==> config.mk <==
export PLATFORM = sky130hd
export DESIGN_NAME = dual_prio_dispatcher_flat
export DESIGN_NICKNAME = d
export VERILOG_FILES = /design/src/rtl/dual_prio_dispatcher_pkg.sv /design/src/rtl/dual_prio_dispatcher_if.sv /design/src/rtl/dual_prio_dispatcher_code_to_onehot.sv /design/src/rtl/dual_prio_dispatcher.sv /design/src/flat_wrapper.sv
export SDC_FILE = /design/constraint.sdc
export NUM_CORES = 1
export LEC_CHECK = 0
export CAP_MARGIN = 10
export CORE_MARGIN = 10
export CORE_UTILIZATION = 42
export CTS_CLUSTER_DIAMETER = 120
export DETAILED_ROUTE_END_ITERATION = 6
export GPL_ROUTABILITY_DRIVEN = 0
export GPL_TIMING_DRIVEN = 0
export HOLD_SLACK_MARGIN = 0.15
export PLACE_DENSITY = 0.9
export SLEW_MARGIN = 20
export SYNTH_ARGS = -nofsm -noshare
export SYNTH_HDL_FRONTEND = slang
export SYNTH_SLANG_ARGS = --single-unit
==> constraint.sdc <==
create_clock -name clk -period 1.7 [get_ports clk]
set_input_delay 0.255 -clock clk [delete_from_list [all_inputs] [get_ports clk]]
set_output_delay 0.255 -clock clk [all_outputs]
set_load 0.1 [all_outputs]
==> src/rtl/dual_prio_dispatcher_pkg.sv <==
// rtl/dual_prio_dispatcher_pkg.sv - shared constants and state encoding for the dual-priority dispatcher
package dual_prio_dispatcher_pkg;

    localparam int N_REQ   = 12;
    localparam int CODE_W  = 4;
    localparam int TIMEOUT = 15;

    localparam logic [CODE_W-1:0] CODE_NONE = '0;

    typedef enum logic [1:0] {
        IDLE = 2'd0,
        GNT1 = 2'd1,
        GNT2 = 2'd2,
        DONE = 2'd3
    } state_t;

endpackage

==> src/rtl/dual_prio_dispatcher_if.sv <==
// rtl/dual_prio_dispatcher_if.sv - encoder-side request and consumer-side grant signals of the dispatcher
interface dual_prio_dispatcher_if #(
    parameter int CODE_W = 4,
    parameter int N_REQ  = 12
);
    logic              start;
    logic [CODE_W-1:0] first;
    logic [CODE_W-1:0] second;
    logic              ack;
    logic              busy;
    logic              gnt_valid;
    logic [CODE_W-1:0] gnt_code;
    logic [N_REQ-1:0]  gnt_onehot;
    logic              done_tick;
    logic              timeout_tick;

    modport master (
        output start, first, second, ack,
        input  busy, gnt_valid, gnt_code, gnt_onehot, done_tick, timeout_tick
    );

    modport slave (
        input  start, first, second, ack,
        output busy, gnt_valid, gnt_code, gnt_onehot, done_tick, timeout_tick
    );
endinterface

==> src/rtl/dual_prio_dispatcher_code_to_onehot.sv <==
// rtl/dual_prio_dispatcher_code_to_onehot.sv - code k (1..N_REQ) to one-hot bit k-1; 0 or out-of-range gives all zeros
module code_to_onehot #(
    parameter int CODE_W = 4,
    parameter int N_REQ  = 12
) (
    input  logic [CODE_W-1:0] code,
    output logic [N_REQ-1:0]  onehot
);
    always_comb begin
        onehot = '0;
        for (int k = 1; k <= N_REQ; k++) begin
            if (code == CODE_W'(k)) begin
                onehot[k-1] = 1'b1;
            end
        end
    end
endmodule

==> src/rtl/dual_prio_dispatcher.sv <==
// rtl/dual_prio_dispatcher.sv - captures first/second codes and issues them as acked grants; grant timeout under DUAL_PRIO_DISPATCH_TIMEOUT_EN
module dual_prio_dispatcher
    import dual_prio_dispatcher_pkg::*;
#(
    parameter int P_N_REQ   = N_REQ,
    parameter int P_CODE_W  = CODE_W,
    parameter int P_TIMEOUT = TIMEOUT
) (
    input  logic                    clk,
    input  logic                    reset_n,
    dual_prio_dispatcher_if.slave   bus
);
    localparam logic [P_CODE_W-1:0] MAX_CODE = P_CODE_W'(P_N_REQ);

    state_t              state;
    state_t              state_n;
    logic [P_CODE_W-1:0] first_r;
    logic [P_CODE_W-1:0] second_r;
    logic [P_CODE_W-1:0] first_in;
    logic [P_CODE_W-1:0] second_in;
    logic                granting;
    logic                advance;
    logic                expire;

    // Out-of-range codes are treated as "no request" from the moment they are captured.
    assign first_in  = (bus.first  > MAX_CODE) ? CODE_NONE : bus.first;
    assign second_in = (bus.second > MAX_CODE) ? CODE_NONE : bus.second;

    assign granting = (state == GNT1) || (state == GNT2);
    assign advance  = granting && (bus.ack || expire);

    always_ff @(posedge clk or negedge reset_n) begin
        if (!reset_n) begin
            state    <= IDLE;
            first_r  <= CODE_NONE;
            second_r <= CODE_NONE;
        end else begin
            state <= state_n;
            if (state == IDLE && bus.start) begin
                first_r  <= first_in;
                second_r <= second_in;
            end
        end
    end

    always_comb begin
        state_n = state;
        case (state)
            IDLE: if (bus.start) state_n = (first_in != CODE_NONE) ? GNT1 : DONE;
            GNT1: if (advance)   state_n = (second_r != CODE_NONE) ? GNT2 : DONE;
            GNT2: if (advance)   state_n = DONE;
            DONE:                state_n = IDLE;
            default:             state_n = IDLE;
        endcase
    end

`ifdef DUAL_PRIO_DISPATCH_TIMEOUT_EN
    localparam int CNT_W = $clog2(P_TIMEOUT + 1);

    logic [CNT_W-1:0] wait_cnt;
    logic             timeout_r;

    // An ack landing on the expiry cycle wins, so no tick is raised for it.
    assign expire = granting && !bus.ack && (wait_cnt == CNT_W'(P_TIMEOUT - 1));

    always_ff @(posedge clk or negedge reset_n) begin
        if (!reset_n) begin
            wait_cnt  <= '0;
            timeout_r <= 1'b0;
        end else begin
            timeout_r <= expire;
            if (state_n != state) begin
                wait_cnt <= '0;
            end else if (granting) begin
                wait_cnt <= wait_cnt + 1'b1;
            end
        end
    end

    assign bus.timeout_tick = timeout_r;
`else
    assign expire           = 1'b0;
    assign bus.timeout_tick = 1'b0;
`endif

    assign bus.busy      = (state != IDLE);
    assign bus.gnt_valid = granting;
    assign bus.done_tick = (state == DONE);
    assign bus.gnt_code  = (state == GNT1) ? first_r  :
                           (state == GNT2) ? second_r : CODE_NONE;

    code_to_onehot #(
        .CODE_W (P_CODE_W),
        .N_REQ  (P_N_REQ)
    ) u_onehot (
        .code   (bus.gnt_code),
        .onehot (bus.gnt_onehot)
    );
endmodule
==> src/flat_wrapper.sv <==
// flat-port wrapper written by rule: the top's interface ports become plain ports
module dual_prio_dispatcher_flat import dual_prio_dispatcher_pkg::*;
#(
    parameter int P_N_REQ   = N_REQ,
    parameter int P_CODE_W  = CODE_W,
    parameter int P_TIMEOUT = TIMEOUT
)
  (clk, reset_n, bus_start, bus_first, bus_second, bus_ack, bus_busy, bus_gnt_valid, bus_gnt_code, bus_gnt_onehot, bus_done_tick, bus_timeout_tick);
  dual_prio_dispatcher_if bus_i ();
  input  logic clk;
  input  logic reset_n;
  input wire logic [$bits(bus_i.start)-1:0] bus_start;
  input wire logic [$bits(bus_i.first)-1:0] bus_first;
  input wire logic [$bits(bus_i.second)-1:0] bus_second;
  input wire logic [$bits(bus_i.ack)-1:0] bus_ack;
  output wire logic [$bits(bus_i.busy)-1:0] bus_busy;
  output wire logic [$bits(bus_i.gnt_valid)-1:0] bus_gnt_valid;
  output wire logic [$bits(bus_i.gnt_code)-1:0] bus_gnt_code;
  output wire logic [$bits(bus_i.gnt_onehot)-1:0] bus_gnt_onehot;
  output wire logic [$bits(bus_i.done_tick)-1:0] bus_done_tick;
  output wire logic [$bits(bus_i.timeout_tick)-1:0] bus_timeout_tick;
  assign bus_i.start = bus_start;
  assign bus_i.first = bus_first;
  assign bus_i.second = bus_second;
  assign bus_i.ack = bus_ack;
  assign bus_busy = bus_i.busy;
  assign bus_gnt_valid = bus_i.gnt_valid;
  assign bus_gnt_code = bus_i.gnt_code;
  assign bus_gnt_onehot = bus_i.gnt_onehot;
  assign bus_done_tick = bus_i.done_tick;
  assign bus_timeout_tick = bus_i.timeout_tick;
  dual_prio_dispatcher #(.P_N_REQ(P_N_REQ), .P_CODE_W(P_CODE_W), .P_TIMEOUT(P_TIMEOUT)) u_core (.clk(clk), .reset_n(reset_n), .bus(bus_i));
endmodule
==> impl_results.md, run 1 <==
* Clock sink total at 10
* Cell area after technology mapping at roughly 770 um2
* Outcome: did not finish
* Dominant combinational cell family by area after synthesis: compound AO/OA/AOI/OAI gates
* Distinct cells, synth at 27
* H-tree level count at 1
* Clock root cell: sky130_fd_sc_hd__clkbuf_4
* Area share of xor/xnor cells in the synthesized design at 0
* Tool Error: [ERROR DPL-0033] detailed placement checks failed during check placement.
* Post-CTS Hold Buffers at 0
* Number of gates given a new drive strength after cts at roughly 190
* Post-Synth Simple-Gate Area at 0.189
* Post-synthesis sequential element count at 10
* Detailed placement HPWL at 2.15 mm
* Part of the Yosys area used for sequential elements at 0.323
* Maximum root-to-sink buffer count at 2
* Initial Util at 0.444
* Proportion of synthesized area in mux cells at 0
* Post-synthesis adder-cell area fraction at 0.0808
* Chip height at roughly 63 um
* Number of rows in the core area at 15
* Total clock buffers created by CTS at 3
* Last stage reached: clock tree synthesis
* Count of port buffers added during placement at 30
* Synth Warn # at 0
* Syn_nets at ~110
* Number of instances in the placed design at about 150
* Post-Syn Area per Cell at between 7 and 8 um2
* Syn Inst Count at between 90 and 100
* Post-CTS Repair Setup Buffers at 16
* Synth Area in Compound Gates at 0.346
* Width of the die at roughly 63 um
* Top-Level Pins at 32
cells by family after synthesis:
kind of cell | count (synthesis)
AO/OA/AOI/OAI | 39
adder cells (fa/ha/maj) | 5
AND/OR/NAND/NOR | 34
other | 1
buffers and inverters | 8
flip-flops | 10
stage by stage:
stage | instance area [um2] | setup slack, ps | util
global placement | 1300 | -1090 | 0.744
floorplan | 967 | -599 | -
detailed placement | 1300 | -1140 | 0.744
synthesized netlist by cell type, drive strengths merged:
| cell type | count | share of area |
|---|---|---|
| dfrtp | 10 | 0.32 |
| and4b | 1 | 0.013 |
| nand3b | 2 | 0.019 |
| inv | 4 | 0.019 |
| o32a | 2 | 0.027 |
| buf | 4 | 0.037 |
| nor2b | 1 | 0.0081 |
| o21ai | 19 | 0.12 |
| a211oi | 1 | 0.0097 |
| o31ai | 1 | 0.0097 |
| a22o | 4 | 0.045 |
| o2111a | 1 | 0.015 |
| o31a | 3 | 0.034 |
| nor4 | 1 | 0.0081 |
| o211a | 1 | 0.013 |
| a21oi | 2 | 0.013 |
| nand2 | 17 | 0.082 |
| a2bb2oi | 1 | 0.011 |
| a31oi | 2 | 0.016 |
| nor2 | 12 | 0.058 |
| o22ai | 1 | 0.0081 |
| conb | 1 | 0.0048 |
| ha | 5 | 0.081 |
| o41ai | 1 | 0.021 |
==> inputs of run 2 (changes only) <==
--- a/config.mk
+++ b/config.mk
@@ -6,14 +6,12 @@
 export NUM_CORES = 1
 export LEC_CHECK = 0
 export CAP_MARGIN = 10
-export CORE_MARGIN = 10
-export CORE_UTILIZATION = 42
-export CTS_CLUSTER_DIAMETER = 120
+export CORE_AREA = 10 10 71 73
 export DETAILED_ROUTE_END_ITERATION = 6
+export DIE_AREA = 0 0 81 83
 export GPL_ROUTABILITY_DRIVEN = 0
 export GPL_TIMING_DRIVEN = 0
-export HOLD_SLACK_MARGIN = 0.15
-export PLACE_DENSITY = 0.9
+export PLACE_DENSITY_LB_ADDON = 0.15
 export SLEW_MARGIN = 20
 export SYNTH_ARGS = -nofsm -noshare
 export SYNTH_HDL_FRONTEND = slang
==> run 2 against run 1 <==
The flow now finishes, with violations (setup timing). Area after synthesis did not move. Synthesized cell count did not move.
==> impl_results.md, run 2 <==
* Post-Synth Simple-Gate Area at 0.189 (unchanged)
* Final cycle utilization of the critical path at 1.23
* Per-cell via count in the routed design at between 4 and 5
* H-tree level count at 1 (unchanged)
* Core Box Area at approximately 3600 um2
* Unrepaired setup endpoints after global routing: true
* Worst-Skew Late Latency at 230 ps
* Failing checks: setup timing
* Number of nets with antenna violations after detailed routing at 0
* Crit Path Class: reg -> out
* R2R depth at 7
* Post-Syn Area per Cell at 7.98 um2 (unchanged)
* Most frequent cells in the layout: sky130_fd_sc_hd__buf_12, sky130_fd_sc_hd__o21ai_0, sky130_fd_sc_hd__clkdlybuf4s50_1
* Part of the Yosys area used for sequential elements at 0.323 (unchanged)
* Final routed wirelength across all metal layers at between 2 and 3 mm
* Source of the worst register-to-register timing path: u_core.state[1]
* Total overflow reported by the global router at 0
* Critical path data required time at about 1400 ps
* Average wire per standard cell at approximately 15 um
* Antenna fix cells at 0
* Dominant combinational cell family by area after synthesis: compound AO/OA/AOI/OAI gates (unchanged)
* Synth Area in Compound Gates at 0.346 (unchanged)
* Core utilization of the finished layout at 0.480
* Leading cell type in the layout, fill and taps excluded: sky130_fd_sc_hd__buf_12
* Area after DPL at 1330 um2 (was 1300 um2)
* Initial Util at 0.213 (was 0.444)
* Cell accounting for the most synthesized area: sky130_fd_sc_hd__dfrtp_1 (unchanged)
* Sort of element at the start of the critical path: flop
* R2r endpoint: u_core.state[0]
* Post-route cell area at between 1500 and 2000 um2
* Data arrival at the endpoint of the critical path at around 1800 ps
* Total Routing Usage GR at 0.0849
* Die footprint at between 6000 and 7000 um2
* Top-area cell type share of the netlist area at 0.323 (unchanged)
* Cell area after technology mapping at 774 um2 (unchanged)
* CTS clk-pin slew, worst paths at around 50 ps
* Post-synthesis sequential element count at 10 (unchanged)
* Vias in the first global route at ~950
* Predominant post-synthesis flop cell: sky130_fd_sc_hd__dfrtp_1 (unchanged)
* Number of rows in the core area at 22 (was 15)
* Layout overhead on the synthesized area at 125%
* Fraction of final layout cells with drive strength greater than 1 at 0.534
* Most frequent cell after synthesis: sky130_fd_sc_hd__o21ai_0 (unchanged)
* Setup skew after layout at 4.86 ps
* Area share of xor/xnor cells in the synthesized design at 0 (unchanged)
* Number of enable flip-flop cells after synthesis at 0 (unchanged)
* Filler cell count in the final layout at 356
* Chip height at 83 um (was 62.9 um)
* Outcome: complete, but fails checks (was did not finish)
* Clock tree from TritonCTS: built
* Top-Level Pins at 32 (unchanged)
* Antenna violations before repair at 0
* Setup TNS at -5030 ps
* Proportion of synthesized area in mux cells at 0 (unchanged)
* Number of maximum-capacitance constraint violations at 0
* Setup slack of the most critical reg-to-reg path at 80 ps
* Post-synthesis adder-cell area fraction at 0.0808 (unchanged)
* Final slew viol count at 0
* Syn_nets at 114 (unchanged)
* Number of DRC violations after detailed-routing iteration 0 at 19
* Type of destination of the critical path: primary output
* Hold WC Path Type: in -> async
* Crit path launch: u_core.state[0]
* Pin count of the biggest net entering global routing at 11
* Final setup violation count at 16
* Cell types occupying the most area after synthesis: sky130_fd_sc_hd__dfrtp_1, sky130_fd_sc_hd__o21ai_0, sky130_fd_sc_hd__nand2_1, sky130_fd_sc_hd__ha_1, sky130_fd_sc_hd__nor2_1 (unchanged)
* DRC violation count after routing at 0
* First-pass iteration count of the detailed router at 4
* Crit path capture: bus_gnt_onehot[1]
* Worst-path maximum fanout at 7
* Width of the die at 81 um (was 62.9 um)
* Top Registers: u_core.first_r x4, u_core.second_r x4, u_core.state x2
* Number of non-filler instances in the completed layout at 194
* Endpoints failing hold at 0
* Distinct cells, synth at 27 (unchanged)
* PnR worst setup slack at -395 ps
* Syn Inst Count at 97 (unchanged)
* Number of instances in the placed design at 175 (was 152)
* Clock sink total at 10 (unchanged)
* First-pass GRT wire length at between 4 and 5 mm
* Fmax at around 0.48 GHz
* Clock root cell: sky130_fd_sc_hd__clkbuf_8 (was sky130_fd_sc_hd__clkbuf_4)
* Overall via count from detail_route at slightly above 900
* Asr flop ratio synth at 1.00 (unchanged)
* Synth Warn # at 0 (unchanged)
* Total clock buffers created by CTS at 3 (unchanged)
* Count of port buffers added during placement at 30 (unchanged)
* Maximum root-to-sink buffer count at 2 (unchanged)
* Nets at roughly 160
* Synth cell count leaders: sky130_fd_sc_hd__o21ai_0, sky130_fd_sc_hd__nand2_1, sky130_fd_sc_hd__nor2_1, sky130_fd_sc_hd__dfrtp_1, sky130_fd_sc_hd__ha_1 (unchanged)
* Clock period minus worst slack at 2090 ps
* Detailed placement HPWL at 2.12 mm (was 2.15 mm)
-- run 2: cell counts after synthesis --
No cell type changed its count.
-- run 2: how the worst min path moves through the flow --
stage	start	endpoint	slack, ps	cells past startpoint
floorplan	reset_n	u_core.first_r[0]	-40	0
global placement	u_core.first_r[2]	u_core.first_r[2]	530	2
detailed placement	u_core.first_r[2]	u_core.first_r[2]	540	2
CTS	reset_n	u_core.first_r[2]	350	1
global route	reset_n	u_core.first_r[3]	390	1
finish	reset_n	u_core.first_r[2]	340	1
-- run 2: kinds of logic (layout without fill, tap and decap cells) --
family,Yosys count,in the layout
AO/OA/AOI/OAI,39,39
AND/OR/NAND/NOR,34,34
flip-flops,10,10
buffers and inverters,8,57
adder cells (fa/ha/maj),5,5
other,1,1
-- run 2: final cells by class --
class	count	area, um2	area share
repair buffers	45	609	0.349
plain buffers	4	47.5	0.0273
inverters	4	17.5	0.0100
flip-flops and latches	10	253	0.145
multi-input cells	79	702	0.402
well taps	48	60.1	0.0344
clock buffers	4	55.1	0.0316
-- run 2: critical path, cell delays in order, from the launching register on --
cell,delay [ps]
sky130_fd_sc_hd__dfrtp_2,450
sky130_fd_sc_hd__inv_4,80
sky130_fd_sc_hd__ha_4,200
sky130_fd_sc_hd__nand2_2,100
sky130_fd_sc_hd__o31a_1,420
sky130_fd_sc_hd__nor2_4,160
sky130_fd_sc_hd__buf_12,180
-- run 2: per-layer routing --
metal | vias to the layer above | global-route usage | part of all wire
met5 | - | 0 | 0
met3 | 2 | 0.0302 | 0.076
met2 | 31 | 0.143 | 0.50
li1 | 458 | - | -
met1 | 432 | 0.0967 | 0.42
met4 | 0 | 0.0235 | 0.0046
-- run 2: repair_timing --
| action | 4_1_cts | 5_1_grt |
|---|---|---|
| resized for setup | 176 | 11 |
| setup endpoints to repair | 19 | 17 |
| hold buffers | 0 | 0 |
| pin swaps | 8 | 13 |
| cloned | 1 | 0 |
| setup buffers | 7 | 7 |
-- run 2: through the flow --
step,hold slack (ps),setup slack (ps)
6_report,338,-395
2_1_floorplan,-40.6,-599
3_3_place_gp,530,-1120
3_5_place_dp,537,-1150
5_1_grt,394,-463
4_1_cts,353,-437
Power of run 2 is not shown: default switching activity piles up to over one toggle a cycle in this logic, so the estimate is an artifact.
